**src/rtl/ser_pkg.sv**
```systemverilog
// Shared definitions for the serial write transmitter.
// Holds the FSM state encoding, the bus window decode constants, the
// register offsets inside the window, the status bit positions and a
// small helper for the window decode.
package ser_pkg;

  localparam int unsigned BA_W   = 10;  // bus address bits BA13..BA4
  localparam int unsigned STAT_W = 8;
  localparam int unsigned CNT_W  = 8;   // bit timer width, covers DIV up to 255

  typedef enum logic [1:0] {
    S_IDLE  = 2'd0,
    S_START = 2'd1,
    S_DATA  = 2'd2,
    S_STOP  = 2'd3
  } ser_state_e;

  // Window decode: BA13 must be 0 and BA12 must be 1
  localparam logic WIN_BA13 = 1'b0;
  localparam logic WIN_BA12 = 1'b1;

  // Register offsets on ba[7:4]
  localparam logic [3:0] OFF_DATA = 4'h2;
  localparam logic [3:0] OFF_STAT = 4'h1;

  // Status bit positions
  localparam int unsigned STAT_OVR  = 7;
  localparam int unsigned STAT_HOLD = 6;
  localparam int unsigned STAT_BUSY = 5;

  // True when the active-low select and the two window address bits match
  function automatic logic win_hit(input logic ser_n, input logic ba13, input logic ba12);
    return ~ser_n & (ba13 == WIN_BA13) & (ba12 == WIN_BA12);
  endfunction

endpackage

```
**src/rtl/ser_wr_tx_if.sv**
```systemverilog
// Bus-side interface of the serial write transmitter.
// ser_n : active-low serial-port select
// ba    : address bits BA13..BA4
// br_w  : 1 = read, 0 = write
// bd    : write data
// stat  : status returned to the bus {ovr, hold_full, busy, 5'b0}
interface ser_wr_tx_if #(
  parameter int unsigned NBITS = 8
);

  logic             ser_n;
  logic [13:4]      ba;
  logic             br_w;
  logic [NBITS-1:0] bd;
  logic [7:0]       stat;

  modport master (
    output ser_n,
    output ba,
    output br_w,
    output bd,
    input  stat
  );

  modport slave (
    input  ser_n,
    input  ba,
    input  br_w,
    input  bd,
    output stat
  );

endinterface

```
**src/rtl/ser_bit_timer.sv**
```systemverilog
// Bit-period timer: a DIV-cycle down-counter.
// clk, rst_n  : clock and async active-low reset
// run         : count while high, wrapping from 0 back to DIV-1
// reload      : force the count to DIV-1 (start of a new frame)
// tick_c      : high in the last cycle of each bit period
// pre_tick_c  : high in the cycle before tick_c
module ser_bit_timer
  import ser_pkg::*;
#(
  parameter int unsigned DIV = 4
) (
  input  logic clk,
  input  logic rst_n,
  input  logic run,
  input  logic reload,
  output logic tick_c,
  output logic pre_tick_c
);

  localparam logic [CNT_W-1:0] RELOAD_VAL = CNT_W'(DIV - 1);

  logic [CNT_W-1:0] cnt_q;
  logic [CNT_W-1:0] cnt_d;

  // Next count: reload wins, otherwise count down and wrap
  always_comb begin
    cnt_d = cnt_q;
    if (reload) begin
      cnt_d = RELOAD_VAL;
    end else if (run) begin
      if (cnt_q == '0) begin
        cnt_d = RELOAD_VAL;
      end else begin
        cnt_d = cnt_q - CNT_W'(1);
      end
    end
  end

  always_ff @(posedge clk or negedge rst_n) begin
    if (!rst_n) begin
      cnt_q <= '0;
    end else begin
      cnt_q <= cnt_d;
    end
  end

  assign tick_c     = run & (cnt_q == '0);
  assign pre_tick_c = run & (cnt_q == CNT_W'(1));

endmodule

```
**src/rtl/ser_wr_tx.sv**
```systemverilog
// Serial write transmitter with a one-entry holding register.
// Bus writes to the DATA offset queue a byte; the byte is sent as
// start(0), NBITS data bits LSB-first, stop(1), each bit DIV clocks.
// A status read returns {ovr, hold_full, busy, 5'b0} and clears ovr.
// clk, rst_n : clock and async active-low reset
// bus        : bus-side interface (slave modport)
// sdwr       : serial data out, idles high
// done       : one-cycle pulse in the last cycle of each stop bit
module ser_wr_tx
  import ser_pkg::*;
#(
  parameter int unsigned DIV   = 4,
  parameter int unsigned NBITS = 8
) (
  input  logic        clk,
  input  logic        rst_n,
  ser_wr_tx_if.slave  bus,
  output logic        sdwr,
  output logic        done
);

  localparam int unsigned BIT_W = (NBITS > 1) ? $clog2(NBITS) : 1;
  localparam logic [BIT_W-1:0] LAST_BIT = BIT_W'(NBITS - 1);

  ser_state_e       state_q, state_d;
  logic [NBITS-1:0] shift_q, shift_d;
  logic [NBITS-1:0] hold_q, hold_d;
  logic             hold_full_q, hold_full_d;
  logic             ovr_q, ovr_d;
  logic [BIT_W-1:0] bit_cnt_q, bit_cnt_d;
  logic             sdwr_q, sdwr_d;
  logic             done_q, done_d;
  logic             wr_dec_q, rd_dec_q;

  logic win_c, wr_dec_c, rd_dec_c, wr_acc_c, rd_acc_c;
  logic busy_c, tick_c, pre_tick_c, reload_c;
  logic frame_end_c, start_new_c, drop_c, load_hold_c;
  logic [STAT_W-1:0] stat_c;
  logic unused_ba;

  // Address bits BA11..BA8 take no part in the decode
  assign unused_ba = ^bus.ba[11:8];

  // Bus decode; each access acts only on the rising edge of its decode
  always_comb begin
    win_c    = win_hit(bus.ser_n, bus.ba[13], bus.ba[12]);
    wr_dec_c = win_c & ~bus.br_w & (bus.ba[7:4] == OFF_DATA);
    rd_dec_c = win_c &  bus.br_w & (bus.ba[7:4] == OFF_STAT);
    wr_acc_c = wr_dec_c & ~wr_dec_q;
    rd_acc_c = rd_dec_c & ~rd_dec_q;
  end

  assign busy_c = (state_q != S_IDLE);

  ser_bit_timer #(
    .DIV (DIV)
  ) u_bit_timer (
    .clk        (clk),
    .rst_n      (rst_n),
    .run        (busy_c),
    .reload     (reload_c),
    .tick_c     (tick_c),
    .pre_tick_c (pre_tick_c)
  );

  // A write landing on the final stop edge with nothing held starts the next frame
  // directly, exactly as it would from IDLE.
  always_comb begin
    frame_end_c = (state_q == S_STOP) & tick_c;
    start_new_c = wr_acc_c & ~hold_full_q &
                  ((state_q == S_IDLE) | frame_end_c);
    drop_c      = wr_acc_c & hold_full_q;
    load_hold_c = wr_acc_c & ~hold_full_q & busy_c & ~start_new_c;
  end

  // Next-state, datapath and holding-register logic
  always_comb begin
    state_d     = state_q;
    shift_d     = shift_q;
    hold_d      = hold_q;
    hold_full_d = hold_full_q;
    ovr_d       = ovr_q;
    bit_cnt_d   = bit_cnt_q;
    sdwr_d      = sdwr_q;
    done_d      = 1'b0;
    reload_c    = 1'b0;

    if (load_hold_c) begin
      hold_d      = bus.bd;
      hold_full_d = 1'b1;
    end

    // A drop on the same edge as a status read keeps ovr set
    if (drop_c) begin
      ovr_d = 1'b1;
    end else if (rd_acc_c) begin
      ovr_d = 1'b0;
    end

    case (state_q)
      S_IDLE: begin
        if (hold_full_q) begin
          state_d     = S_START;
          shift_d     = hold_q;
          hold_full_d = 1'b0;
          sdwr_d      = 1'b0;
          reload_c    = 1'b1;
        end else if (start_new_c) begin
          state_d  = S_START;
          shift_d  = bus.bd;
          sdwr_d   = 1'b0;
          reload_c = 1'b1;
        end
      end
      S_START: begin
        if (tick_c) begin
          state_d   = S_DATA;
          bit_cnt_d = '0;
          sdwr_d    = shift_q[0];
        end
      end
      S_DATA: begin
        if (tick_c) begin
          if (bit_cnt_q == LAST_BIT) begin
            state_d = S_STOP;
            sdwr_d  = 1'b1;
          end else begin
            bit_cnt_d = bit_cnt_q + BIT_W'(1);
            shift_d   = shift_q >> 1;
            sdwr_d    = shift_d[0];
          end
        end
      end
      S_STOP: begin
        // Registered done lands in the final stop cycle
        if (pre_tick_c) begin
          done_d = 1'b1;
        end
        if (tick_c) begin
          bit_cnt_d = '0;
          if (hold_full_q) begin
            state_d     = S_START;
            shift_d     = hold_q;
            hold_full_d = 1'b0;
            sdwr_d      = 1'b0;
          end else if (start_new_c) begin
            state_d = S_START;
            shift_d = bus.bd;
            sdwr_d  = 1'b0;
          end else begin
            state_d = S_IDLE;
          end
        end
      end
      default: begin
        state_d = S_IDLE;
        sdwr_d  = 1'b1;
      end
    endcase
  end

  always_ff @(posedge clk or negedge rst_n) begin
    if (!rst_n) begin
      state_q     <= S_IDLE;
      shift_q     <= '0;
      hold_q      <= '0;
      hold_full_q <= 1'b0;
      ovr_q       <= 1'b0;
      bit_cnt_q   <= '0;
      sdwr_q      <= 1'b1;
      done_q      <= 1'b0;
      wr_dec_q    <= 1'b0;
      rd_dec_q    <= 1'b0;
    end else begin
      state_q     <= state_d;
      shift_q     <= shift_d;
      hold_q      <= hold_d;
      hold_full_q <= hold_full_d;
      ovr_q       <= ovr_d;
      bit_cnt_q   <= bit_cnt_d;
      sdwr_q      <= sdwr_d;
      done_q      <= done_d;
      wr_dec_q    <= wr_dec_c;
      rd_dec_q    <= rd_dec_c;
    end
  end

  // Status is a direct view of registered state
  always_comb begin
    stat_c            = '0;
    stat_c[STAT_OVR]  = ovr_q;
    stat_c[STAT_HOLD] = hold_full_q;
    stat_c[STAT_BUSY] = busy_c;
  end

  assign bus.stat = stat_c;
  assign sdwr     = sdwr_q;
  assign done     = done_q;

endmodule

```
**src/flat_wrapper.sv**
```systemverilog
// flat-port wrapper written by rule: the top's interface ports become plain ports
module ser_wr_tx_flat import ser_pkg::*;
#(
  parameter int unsigned DIV   = 4,
  parameter int unsigned NBITS = 8
)
  (clk, rst_n, sdwr, done, bus_ser_n, bus_ba, bus_br_w, bus_bd, bus_stat);
  ser_wr_tx_if #(.NBITS(NBITS)) bus_i ();
  input  logic clk;
  input  logic rst_n;
  output logic sdwr;
  output logic done;
  input wire logic [$bits(bus_i.ser_n)-1:0] bus_ser_n;
  input wire logic [$bits(bus_i.ba)-1:0] bus_ba;
  input wire logic [$bits(bus_i.br_w)-1:0] bus_br_w;
  input wire logic [$bits(bus_i.bd)-1:0] bus_bd;
  output wire logic [$bits(bus_i.stat)-1:0] bus_stat;
  assign bus_i.ser_n = bus_ser_n;
  assign bus_i.ba = bus_ba;
  assign bus_i.br_w = bus_br_w;
  assign bus_i.bd = bus_bd;
  assign bus_stat = bus_i.stat;
  ser_wr_tx #(.DIV(DIV), .NBITS(NBITS)) u_core (.clk(clk), .rst_n(rst_n), .bus(bus_i), .sdwr(sdwr), .done(done));
endmodule
```
**config.mk**
```make
export PLATFORM = sky130hd
export DESIGN_NAME = ser_wr_tx_flat
export DESIGN_NICKNAME = d
export VERILOG_FILES = /design/src/rtl/ser_pkg.sv /design/src/rtl/ser_wr_tx_if.sv /design/src/rtl/ser_bit_timer.sv /design/src/rtl/ser_wr_tx.sv /design/src/flat_wrapper.sv
export SDC_FILE = /design/constraint.sdc
export NUM_CORES = 1
export LEC_CHECK = 0
export BUFFER_PORTS_ARGS = -buffer_cell sky130_fd_sc_hd__buf_2
export CAP_MARGIN = 15
export CORE_ASPECT_RATIO = 2
export CORE_UTILIZATION = 50
export DETAILED_ROUTE_END_ITERATION = 10
export GPL_TIMING_DRIVEN = 0
export PLACE_DENSITY = 0.81
export SKIP_CTS_REPAIR_TIMING = 1
export SKIP_LAST_GASP = 1
export SLEW_MARGIN = 20
export SYNTH_ARGS = -nofsm -noshare
export SYNTH_HDL_FRONTEND = slang
export SYNTH_SLANG_ARGS = --single-unit
```
**constraint.sdc**
```tcl
create_clock -name clk -period 3 [get_ports clk]
set_input_delay 0.45 -clock clk [delete_from_list [all_inputs] [get_ports clk]]
set_output_delay 0.45 -clock clk [all_outputs]
set_load 0.01 [all_outputs]
```
* Yosys cells after proc, flatten, opt, wreduce, memory -nomap -nowiden
Index checks and enable logic that the tools add are counted.
** Cells by class
- Add/sub/neg operators :: 2
- Bitwise operators :: 24
- Mux-type cells :: 40
- Equality and inequality tests :: 14
- Reduce and logical (&&, ||, !) cells :: 12
** Operator list (number)
- 2-to-1 mux 8 bit :: 8
- one-hot mux 8 bit (3 select lines) :: 1
- 2-to-1 mux 1 bit :: 17
- bitwise AND 1 bit :: 16
- 2-to-1 mux 2 bit :: 7
- inequality test 2 x 1 -> 1 bit, second input constant :: 5
- 2-to-1 mux 3 bit :: 3
- == test 8 x 1 -> 1 bit, second input constant :: 1
- zero test 8 bit :: 1
- one-hot mux 2 bit (4 select lines) :: 1
- AND reduction 4 bit :: 2
- nonzero test 2 bit :: 4
- subtractor 8 x 1 -> 8 bit, second input constant :: 1
- inverter 1 bit :: 7
- one-hot mux 3 bit (2 select lines) :: 1
- AND reduction 5 bit :: 1
- == test 2 bit, second input constant :: 2
- == test 4 x 1 -> 1 bit, second input constant :: 1
- == test 4 x 2 -> 1 bit, second input constant :: 1
- one-hot mux 1 bit (4 select lines) :: 1
- adder 3 x 1 -> 3 bit, second input constant :: 1
- == test 3 bit, second input constant :: 1
- inequality test 3 x 1 -> 1 bit, second input constant :: 1
- AND reduction 3 bit :: 1
- 7 further kinds :: 7
** Word-level totals
- Input port bits :: 22
- Register bits :: 35
- Output and inout port bits :: 10
- Logic and storage cells :: 103

* Logic depth before layout (Yosys ltp)
- Depth in word-level cells :: 14
- Mapped depth :: 8
- Depth with buffers taken out :: 7

* Modules after synthesis
A second synthesis with hierarchy kept.
** Second synthesis, totals
- Cells, all modules :: 204
- Area, all modules :: 2068.2 µm²
** Modules (own cells, without submodules)
- ser_wr_tx :: area each 1566.5 µm², instances 1, seq. area each 676.9 µm², cells an instance 146
- ser_bit_timer :: area each 501.7 µm², instances 1, seq. area each 200.2 µm², cells an instance 58

* Worst setup path before layout
OpenSTA, ideal clock, no wires.
- Path kind :: reg-to-reg
- From :: reg u_core.state_q[0]
- To :: reg u_core.shift_q[0]
- Path buffers :: 1
- Library setup time :: 0.125 ns
- Data arrival time :: 1.958 ns
- Cell stages (with the launch flop) :: 9
- Period minus slack after synthesis :: 2.082 ns
- Required time :: 2.875 ns
- Path slack :: 0.918 ns
- Path through :: dfrtp_1 > inv_1 > ha_1 > buf_6 > nor4b_2 > nand2_1 > a21oi_1 > o21ai_2 > mux2_2
** Between the ends
- Longest elaborated chain between the ends :: 9
- Elaborated cells on any way between the ends :: 17
- Those cells by class :: eq/ne: 5; mux: 4; bitwise: 4; reduce/logical: 4
** RTL lines
- start: declaration :: RTL line ser_wr_tx.sv:25 : ser_state_e state_q, state_d;
- start signal: assignment :: RTL line ser_wr_tx.sv:175 : state_q <= state_d;
- nonzero test 2 bit :: RTL line ser_wr_tx.sv:53 : assign busy_c = (state_q != S_IDLE);
- bitwise AND 1 bit :: RTL line ser_bit_timer.sv:47 : assign tick_c = run & (cnt_q == '0);
- bitwise AND 1 bit :: RTL line ser_wr_tx.sv:69 : frame_end_c = (state_q == S_STOP) & tick_c;
- bitwise OR 1 bit :: RTL line ser_wr_tx.sv:71 : ((state_q == S_IDLE) | frame_end_c);
- bitwise AND 1 bit :: RTL line ser_wr_tx.sv:70 : start_new_c = wr_acc_c & ~hold_full_q &
- 2-to-1 mux 8 bit (3 in a row)
- one-hot mux 8 bit (3 select lines) :: RTL line ser_wr_tx.sv:100 : case (state_q)
- end signal: assignment :: RTL line ser_wr_tx.sv:176 : shift_q <= shift_d;
- end: declaration :: RTL line ser_wr_tx.sv:26 : logic [NBITS-1:0] shift_q, shift_d;
Parallel ways exist; a longest one is shown, timed or not. The select of a mux whose other input is x is not followed.
A chain may end at the register's enable or synchronous reset.

* Worst setup path in the final report
- From :: reg u_core.state_q[0]
- To :: reg u_core.shift_q[2]
Same word-level chain as after synthesis.

==> results_dict.tcl <==
set metrics [dict create \
    async_flop_share 1.00 \
    finalWirelength_um 4060 \
    fin_nets 254 \
    track_usage 0.216 \
    relSlewSlack 0.482 \
    clk_pin_slew_ps 80 \
    place.gp.congestion 0.870 \
    final_common_cell "dfrtp_1" \
    setup_viol 0 \
    synthDistinctLibCells 45 \
    area_delta_synth_final_pct 15.0 \
    crit_arrival_ps 2590 \
    antenna_found_initial 0 \
    die_area_um2 4290 \
    syn_inst 189 \
    synth_top_area_frac 0.423 \
    drive_above_1_share 0.296 \
    tightestPinTransition_ps 778 \
    num_rows 32 \
    cts_buffer_depth 2 \
    cts_tree "done" \
    max_stage_delay_ps 420 \
    portBuffers 22 \
    core_area_um2 3840 \
    setup_tns_ps 0 \
    routedWlPerCell_um 14.8 \
    critPathCaptureType "flop" \
    total_power_uw 946 \
    yosysSeqAreaShare 0.436 \
    clock_sinks 35 \
    synth_edf_count 0 \
    htree_levels 2 \
    numCtsBuffers 5 \
    detailroute.via_count 1535 \
    crit_path_start_kind "flop" \
    synth_area_leaders "dfrtp_1 42%, mux2_2 9.5%, ha_1 6.2%, a22o_1 3.5%, mux2i_1 3.5%" \
    rsz0062_at_grt "no" \
    status "complete, no violations" \
    cp_cell_sequence "inv_1 > ha_1 > buf_6 > nor4b_2 > nand2_1 > a21oi_1 > o21ai_2 > mux2_2" \
    peakVddDrop_uv 472 \
    synth_area_leader_cell "dfrtp_1" \
    period_share 0.803 \
    dr.first_iter.drc_count 16 \
    clk_latency_ps 300 \
    overflow 0 \
    fp.dieH_um 91.7 \
    ant_nets 0 \
    slowest_stage "nor4b_2" \
    hold_violations 0 \
    dpl.hpwl_um 2990 \
    worstPathBufferInverterCount 2 \
    path_class "reg -> reg" \
    die_w_um 46.8 \
    grt_max_degree 36 \
    dr.pass1.iters 4 \
    fin_worst_skew_ps 9.66 \
    cts-root-buf "clkbuf_8" \
    grt_pass1_wl_um 6690 \
    min_period_ps 2410 \
    holdCritPathClass "in -> async" \
    ys.flop_type "dfrtp_1" \
    grt_pass1_vias 1603 \
    vias_per_cell 5.60 \
    syn_area_um2 2010 \
    utilization 0.602 \
    max_freq_mhz 415 \
    yosys_warnings 0 \
    diodes 0 \
    synth-seq-cells 35 \
    path_delay_family "simple AND/OR/NAND/NOR gates" \
    syn_area_per_cell_um2 10.6 \
    final_cell_mix "34 x dfrtp_1, 22 x buf_2, 17 x nand2_1, 17 x mux2_2, 12 x o21ai_0" \
    p_leak_nw 1.17 \
    start_util 0.523 \
    drc 0 \
    ioPinCount 32 \
    maxCapViolCount 0 \
    crit_required_ps 3180 \
    powerDensity_nw_per_um2 409 \
    cp_max_fo 9 \
    slew_viol_final 0 \
]
[per-stage QoR]
| step | setup WS [ps] | cell area (um^2) | cells | hold slack, ps |
|---|---|---|---|---|
| final | 591 | 2310 | 274 | 221 |
| after detailed placement | 644 | 2200 | 266 | 448 |
| after global placement | 676 | 2200 | 266 | 437 |
| after floorplan | 918 | 2030 | 193 | 154 |
| after CTS | 621 | 2310 | 274 | 256 |
| after global routing | 418 | 2310 | 274 | 285 |
[cells by family (layout without fill, tap and decap cells)]
group,Yosys count,count (layout),synth area share
AOI/OAI and AO/OA,49,49,0.169
and+or+nand+nor,48,48,0.138
DFF,35,35,0.436
muxes,24,24,0.130
buffers and inverters,21,51,0.0579
adders and majority gates,10,10,0.0622
other,1,5,0.00187
xor gates and xnor gates,1,1,0.00436
[synth_stat cells, drive strengths merged, types with 6 or more instances]
library cell	instances
a22o	9
o21ai	13
a21oi	8
mux2i	7
nor3	6
nand2	17
inv	8
mux2	17
dfrtp	34
nor2	6
ha	10
a31oi	6
buf	10
[per-layer routing]
layer  vias up  wire, um  global-route usage
met5         -         0                   0
met4         0       138               0.124
met3        15       101              0.0531
met2        26      2300               0.385
met1       745      1520               0.203
li1        749         -                   -
[sequential cells by signal, summed over array words and instances (netlist names)]
| name | cells |
|---|---|
| u_core.bit_cnt_q | 3 |
| u_core.done | 1 |
| u_core.rd_dec_q | 1 |
| u_core.sdwr | 1 |
| u_core.state_q | 2 |
| u_core.hold_q | 8 |
| u_core.ovr_q | 1 |
| u_core.hold_full_q | 1 |
| u_core.wr_dec_q | 1 |
| u_core.shift_q | 8 |
| u_core.u_bit_timer.cnt_q | 8 |
[final cells by class]
| cell class | count | area [um^2] |
|---|---|---|
| Buffer | 13 | 86.3 |
| Clock buffer | 5 | 68.8 |
| Clock inverter | 3 | 43.8 |
| Fill cell | 347 | 1530 |
| Inverter | 8 | 30.0 |
| Multi-Input combinational cell | 137 | 1030 |
| Sequential cell | 35 | 877 |
| Tap cell | 51 | 63.8 |
| Timing Repair Buffer | 22 | 110 |
[power breakdown]
group	switching [mW]	internal, mW	total (mW)
registers	0.000930	0.473	0.474
clock network	0.184	0.247	0.432
logic	0.0216	0.0183	0.0398
total	0.207	0.739	0.946
[final timing paths]
kind                              startpoint                  end  slack [ps]  depth (start not counted)
max reg2reg                u_core.state_q[0]    u_core.shift_q[2]         590                          8
min in group clk                   bus_ba[1]      u_core.rd_dec_q         340                          2
min reg2reg                  u_core.wr_dec_q         u_core.ovr_q         460                          1
max in group asynchronous              rst_n  u_core.bit_cnt_q[2]        2280                          1
max                        u_core.state_q[0]    u_core.shift_q[2]         590                          8
min                                    rst_n          u_core.done         220                          1
(Power assumes the default switching activity.)
